[config.mk]
export PLATFORM = sky130hd
export DESIGN_NAME = bet_ledger_flat
export DESIGN_NICKNAME = d
export VERILOG_FILES = /design/src/rtl/bet_ledger_if.sv /design/src/rtl/bet_ledger.sv /design/src/flat_wrapper.sv
export SDC_FILE = /design/constraint.sdc
export NUM_CORES = 1
export LEC_CHECK = 0
export CAP_MARGIN = 20
export CORE_MARGIN = 1.5
export CORE_UTILIZATION = 35
export DETAILED_ROUTE_END_ITERATION = 8
export SLEW_MARGIN = 20
export SYNTH_ARGS = -nofsm -noshare
export SYNTH_HDL_FRONTEND = slang
export SYNTH_SLANG_ARGS = --single-unit
[constraint.sdc]
create_clock -name clock -period 4.9 [get_ports clock]
set_input_delay 0.735 -clock clock [delete_from_list [all_inputs] [get_ports clock]]
set_output_delay 0.735 -clock clock [all_outputs]
set_load 0.05 [all_outputs]
[src/rtl/bet_ledger_if.sv]
// Bet-ledger bus: bet/undo/spin strobes from the keyboard side, the ledger contents
// and status toward the register file.
interface bet_ledger_if #(
  parameter int NUM_BETS = 12,
  parameter int OPCODE_W = 6,
  parameter int COLOR_W  = 2
);
  localparam int ENTRY_W = COLOR_W + OPCODE_W;
  localparam int CNT_W   = $clog2(NUM_BETS + 1);

  logic                        bet_valid;
  logic [OPCODE_W-1:0]         bet_opcode;
  logic [COLOR_W-1:0]          bet_color;
  logic                        undo;
  logic                        spin_req;
  logic                        spin_done;
  logic [NUM_BETS*ENTRY_W-1:0] bets_flat;
  logic [CNT_W-1:0]            bet_count;
  logic                        full;
  logic                        locked;
  logic                        spin_start;
  logic                        rejected;

  modport master (
    output bet_valid, bet_opcode, bet_color, undo, spin_req, spin_done,
    input  bets_flat, bet_count, full, locked, spin_start, rejected
  );

  modport slave (
    input  bet_valid, bet_opcode, bet_color, undo, spin_req, spin_done,
    output bets_flat, bet_count, full, locked, spin_start, rejected
  );
endinterface

[src/rtl/bet_ledger.sv]
// Bet-capture ledger: stores bets in arrival order with undo, and locks betting through
// the OPEN -> SPIN -> HOLD -> CLEAR spin lifecycle.
module bet_ledger #(
  parameter int                  NUM_BETS    = 12,
  parameter int                  OPCODE_W    = 6,
  parameter int                  COLOR_W     = 2,
  parameter logic [OPCODE_W-1:0] NOKEY_CODE  = 6'h3F,
  parameter int                  HOLD_CYCLES = 1024
) (
  input logic         clock,
  input logic         reset,
  bet_ledger_if.slave bus
);
  localparam int ENTRY_W = COLOR_W + OPCODE_W;
  localparam int CNT_W   = $clog2(NUM_BETS + 1);
  localparam int TMR_W   = (HOLD_CYCLES > 1) ? $clog2(HOLD_CYCLES) : 1;
  localparam logic [CNT_W-1:0] CNT_ONE   = CNT_W'(1);
  localparam logic [CNT_W-1:0] CNT_FULL  = CNT_W'(NUM_BETS);
  localparam logic [TMR_W-1:0] HOLD_LOAD = TMR_W'(HOLD_CYCLES - 1);

  typedef enum logic [1:0] {
    OPEN  = 2'd0,
    SPIN  = 2'd1,
    HOLD  = 2'd2,
    CLEAR = 2'd3
  } state_t;

  state_t                           state_q, state_d;
  logic [NUM_BETS-1:0][ENTRY_W-1:0] entries_q, entries_d;
  logic [CNT_W-1:0]                 count_q, count_d;
  logic [TMR_W-1:0]                 timer_q, timer_d;
  logic                             full_q, full_d;
  logic                             locked_q, locked_d;
  logic                             spinStart_q, spinStart_d;
  logic                             rejected_q, rejected_d;

  logic             anyStrobe;
  logic             betOk;
  logic [CNT_W-1:0] lastIdx;

  assign anyStrobe = bus.bet_valid | bus.undo | bus.spin_req;
  assign betOk     = (count_q != CNT_FULL) && (bus.bet_opcode != NOKEY_CODE) &&
                     (bus.bet_color != '0);
  assign lastIdx   = count_q - CNT_ONE;

  // One action per cycle in OPEN (spin > undo > bet); any dropped strobe pulses rejected once.
  always_comb begin
    state_d     = state_q;
    entries_d   = entries_q;
    count_d     = count_q;
    timer_d     = timer_q;
    spinStart_d = 1'b0;
    rejected_d  = 1'b0;
    case (state_q)
      OPEN: begin
        if (bus.spin_req) begin
          if (count_q != '0) begin
            state_d     = SPIN;
            spinStart_d = 1'b1;
            rejected_d  = bus.undo | bus.bet_valid;
          end else begin
            rejected_d  = 1'b1;
          end
        end else if (bus.undo) begin
          if (count_q != '0) begin
            for (int i = 0; i < NUM_BETS; i++) begin
              if (CNT_W'(i) == lastIdx) entries_d[i] = '0;
            end
            count_d    = lastIdx;
            rejected_d = bus.bet_valid;
          end else begin
            rejected_d = 1'b1;
          end
        end else if (bus.bet_valid) begin
          if (betOk) begin
            for (int i = 0; i < NUM_BETS; i++) begin
              if (CNT_W'(i) == count_q) entries_d[i] = {bus.bet_color, bus.bet_opcode};
            end
            count_d = count_q + CNT_ONE;
          end else begin
            rejected_d = 1'b1;
          end
        end
      end
      SPIN: begin
        rejected_d = anyStrobe;
        if (bus.spin_done) begin
          state_d = HOLD;
          timer_d = HOLD_LOAD;
        end
      end
      HOLD: begin
        // Wiping here keeps the bets visible for exactly HOLD_CYCLES cycles.
        rejected_d = anyStrobe;
        if (timer_q == '0) begin
          state_d   = CLEAR;
          entries_d = '0;
          count_d   = '0;
        end else begin
          timer_d = timer_q - TMR_W'(1);
        end
      end
      CLEAR: begin
        rejected_d = anyStrobe;
        state_d    = OPEN;
      end
      default: state_d = OPEN;
    endcase
    full_d   = (count_d == CNT_FULL);
    locked_d = (state_d != OPEN);
  end

  always_ff @(posedge clock or posedge reset) begin
    if (reset) begin
      state_q     <= OPEN;
      entries_q   <= '0;
      count_q     <= '0;
      timer_q     <= '0;
      full_q      <= 1'b0;
      locked_q    <= 1'b0;
      spinStart_q <= 1'b0;
      rejected_q  <= 1'b0;
    end else begin
      state_q     <= state_d;
      entries_q   <= entries_d;
      count_q     <= count_d;
      timer_q     <= timer_d;
      full_q      <= full_d;
      locked_q    <= locked_d;
      spinStart_q <= spinStart_d;
      rejected_q  <= rejected_d;
    end
  end

  assign bus.bets_flat  = entries_q;
  assign bus.bet_count  = count_q;
  assign bus.full       = full_q;
  assign bus.locked     = locked_q;
  assign bus.spin_start = spinStart_q;
  assign bus.rejected   = rejected_q;
endmodule

[src/flat_wrapper.sv]
// flat-port wrapper written by rule: the top's interface ports become plain ports
module bet_ledger_flat 
#(
  parameter int                  NUM_BETS    = 12,
  parameter int                  OPCODE_W    = 6,
  parameter int                  COLOR_W     = 2,
  parameter logic [OPCODE_W-1:0] NOKEY_CODE  = 6'h3F,
  parameter int                  HOLD_CYCLES = 1024
)
  (clock, reset, bus_bet_valid, bus_bet_opcode, bus_bet_color, bus_undo, bus_spin_req, bus_spin_done, bus_bets_flat, bus_bet_count, bus_full, bus_locked, bus_spin_start, bus_rejected);
  bet_ledger_if #(.NUM_BETS(NUM_BETS), .OPCODE_W(OPCODE_W), .COLOR_W(COLOR_W)) bus_i ();
  input logic clock;
  input logic reset;
  input wire logic [$bits(bus_i.bet_valid)-1:0] bus_bet_valid;
  input wire logic [$bits(bus_i.bet_opcode)-1:0] bus_bet_opcode;
  input wire logic [$bits(bus_i.bet_color)-1:0] bus_bet_color;
  input wire logic [$bits(bus_i.undo)-1:0] bus_undo;
  input wire logic [$bits(bus_i.spin_req)-1:0] bus_spin_req;
  input wire logic [$bits(bus_i.spin_done)-1:0] bus_spin_done;
  output wire logic [$bits(bus_i.bets_flat)-1:0] bus_bets_flat;
  output wire logic [$bits(bus_i.bet_count)-1:0] bus_bet_count;
  output wire logic [$bits(bus_i.full)-1:0] bus_full;
  output wire logic [$bits(bus_i.locked)-1:0] bus_locked;
  output wire logic [$bits(bus_i.spin_start)-1:0] bus_spin_start;
  output wire logic [$bits(bus_i.rejected)-1:0] bus_rejected;
  assign bus_i.bet_valid = bus_bet_valid;
  assign bus_i.bet_opcode = bus_bet_opcode;
  assign bus_i.bet_color = bus_bet_color;
  assign bus_i.undo = bus_undo;
  assign bus_i.spin_req = bus_spin_req;
  assign bus_i.spin_done = bus_spin_done;
  assign bus_bets_flat = bus_i.bets_flat;
  assign bus_bet_count = bus_i.bet_count;
  assign bus_full = bus_i.full;
  assign bus_locked = bus_i.locked;
  assign bus_spin_start = bus_i.spin_start;
  assign bus_rejected = bus_i.rejected;
  bet_ledger #(.NUM_BETS(NUM_BETS), .OPCODE_W(OPCODE_W), .COLOR_W(COLOR_W), .NOKEY_CODE(NOKEY_CODE), .HOLD_CYCLES(HOLD_CYCLES)) u_core (.clock(clock), .reset(reset), .bus(bus_i));
endmodule
==> impl_metrics.toml <==
[critical_path]
cpPeakStageDelay_ns = 0.60
path_max_fanout = 11
cp_slowest_cell = "o31ai_4"
path_buf_inv = 1
cp_data_arrival_time_ns = 3.43
cp_data_required_time_ns = 5.20
cp-start-kind = "register"
path_class = "reg2reg"
end_kind = "register"
path_cells = "inv_1, ha_1, nand3_1, o211a_1, nand2_1, o31ai_4, a21boi_4, mux2_2"
crit_family = "compound AO/OA/AOI/OAI gates"

[global_routing]
grt_max_degree = 47
overflow = 0
grt_first_pass_wirelength_um = 21260
antenna_found_initial = 0
grt_pass1_vias = 3742
grt_use_total = 0.1782

[detailed_routing]
ant_nets = 0
drt_iter0_markers = 177
viasPerCell = 5.108
wire_per_inst_um = 18.33
first_pass_iters = 4
num_vias = 3698
drcViolationCount = 0
totalWireLength_um = 13270

[logic_synthesis]
async_reset_ff_frac = 1.000
synth_area_um2 = 5226
synthCells = 406
yosysWarningCount = 0
ys_dominant_reg_cell = "dfrtp_1"
syn_avg_cell_area_um2 = 12.87
synth_edf_count = 0
seq_area_frac_synth = 0.5554
synth_nets = 425
synth_top_area_cell = "dfrtp_1"
synthTopCellsByArea = "dfrtp_1, mux2_2, mux2_4"
yosys.area.top_type_share = 0.5554
ys_types = 56
synth_seq_cells = 116

[finish]
mostFrequentLayoutCells = "clkdlybuf4s50_1, dfrtp_1, mux2_2"
nets = 546
final_common_cell = "clkdlybuf4s50_1"
n_antenna_cell = 0
area.sequential_um2 = 2903
drive_gt1_frac = 0.2741
multi_input_area_um2 = 2195
n_fill_cell = 1307
area_growth_pct = 37.97

[floorplan]
die_w_um = 125.2
io_pins = 118
initial_utilization = 0.3596
die_h_um = 125.2
die_area_um2 = 15670
design.core.area_um2 = 14530
rows = 44

[timing]
finClkSkew_ns = 0.006957
worst_hold_slack_ns = 0.5016
drv_slew = 0
fmaxAchievable_mhz = 319.0
fin_crit_sh = 0.6398
worst_pin_slew_ns = 0.7214
slew-limit-headroom = 0.5175
hold_violations = 0
tns_ns = 0
rsz0062_at_grt = "no"
finalSetupViolations = 0
period_needed_ns = 3.135

[clocking]
root_buffer = "clkbuf_16"
numCtsBuffers = 17
ctsResizeCount = 0
clock-sinks = 116
clk-insertion-delay-late_ns = 0.42
hold_buffers = 0
clockBufferDepth = 2
cts_setup_buffers = 0
clk_pin_slew_ns = 0.05
h-tree-depth = 4
tritoncts = "done"

[min_path]
worstHoldPathType = "reg2reg"

[placement]
hpwl_um = 9361
gp_congestion = 0.8372
port_buffers = 117

[outcome]
status = "completed"

[flow_run]
maxCapViolations = 0
[final timing paths]
path,from,end,slack (ns),cells past startpoint
worst max-delay path,u_core.bus.bet_count[0]$_DFF_PP0_,u_core.bus.bets_flat[95]$_DFFE_PP0P_,1.76,8
worst min-delay path,u_core.bus.bets_flat[36]$_DFFE_PP0P_,u_core.bus.bets_flat[36]$_DFFE_PP0P_,0.50,1
worst max register to register,u_core.bus.bet_count[0]$_DFF_PP0_,u_core.bus.bets_flat[95]$_DFFE_PP0P_,1.76,8
worst min register to register,u_core.bus.bets_flat[36]$_DFFE_PP0P_,u_core.bus.bets_flat[36]$_DFFE_PP0P_,0.50,1
max in group asynchronous,reset,u_core.bus.bets_flat[75]$_DFFE_PP0P_,3.20,3
min in group asynchronous,reset,u_core.bus.bets_flat[92]$_DFFE_PP0P_,0.73,2
[layer usage]
| metal | share of wire | vias up | global-route usage |
|---|---|---|---|
| li1 | - | 1706 | - |
| met1 | 0.43 | 1852 | 0.2240 |
| met2 | 0.50 | 120 | 0.2903 |
| met3 | 0.055 | 20 | 0.04835 |
| met4 | 0.021 | 0 | 0.07553 |
| met5 | 0 | - | 0 |
[cells by family (layout without fill, tap and decap cells)]
group | after synthesis | after routing | share of synthesized area
flip-flops | 116 | 116 | 0.5554
AO/OA/AOI/OAI | 56 | 56 | 0.07302
AND/OR/NAND/NOR | 96 | 96 | 0.1104
buffers and inverters | 30 | 164 | 0.02466
adder cells (fa/ha/maj) | 6 | 6 | 0.01389
multiplexers | 96 | 96 | 0.2126
XOR/XNOR | 6 | 6 | 0.01005
[per-stage QoR]
step / std cells / setup slack, ns / cell area, µm² / util
after floorplan: 406 / 1.093 / 5226 / -
after global placement: 692 / 1.570 / 6569 / 0.4520
after detailed placement: 692 / 1.478 / 6569 / 0.4520
after CTS: 724 / 1.759 / 7211 / 0.4961
after global routing: 724 / 1.577 / 7211 / 0.4961
final: 724 / 1.765 / 7211 / 0.4961
[cell usage after synthesis, types with 2 or more instances]
library cell / count
mux2_2: 86
nor3_1: 9
or2_2: 4
clkbuf_1: 12
mux2_1: 2
nand2_4: 9
nand2_1: 21
nor2_1: 11
o21ai_0: 9
nand4_1: 2
xnor2_1: 5
o21ai_1: 8
buf_2: 4
a31oi_1: 4
and2_1: 4
nand2b_1: 2
a21oi_1: 14
mux2_4: 8
nor4_1: 2
nor2b_1: 5
and3_1: 8
nor3b_1: 2
ha_1: 5
o211ai_1: 3
dfrtp_1: 116
inv_1: 12
nand3b_1: 2
nand3_1: 8
o22ai_1: 2
[state kept, by name, summed over array words and instances, names as in the netlist]
signal and cells:
u_core.bus.bet_count 4, u_core.bus.bets_flat 96, u_core.bus.full 1, u_core.bus.locked 1
u_core.bus.rejected 1, u_core.bus.spin_start 1, u_core.state_q 2, u_core.timer_q 10
[layout make-up]
| type | count | area share |
|---|---|---|
| clock inverters | 11 | 0.02377 |
| clock buffers | 21 | 0.06524 |
| repair buffers | 120 | 0.1655 |
| flip-flops and latches | 116 | 0.4026 |
| well taps | 184 | 0.03193 |
| inverters | 12 | 0.006594 |
| multi-input cells | 260 | 0.3044 |
[worst register-to-register path, stage by stage, from the launching register on]
cell and delay [ns]:
dfrtp_1 0.55, inv_1 0.14, ha_1 0.36, nand3_1 0.14
o211a_1 0.26, nand2_1 0.13, o31ai_4 0.60, a21boi_4 0.45
mux2_2 0.38
Power is left out: the tool's default activity adds up to more than one toggle a clock period on the data nets, which glitch-free logic cannot reach.
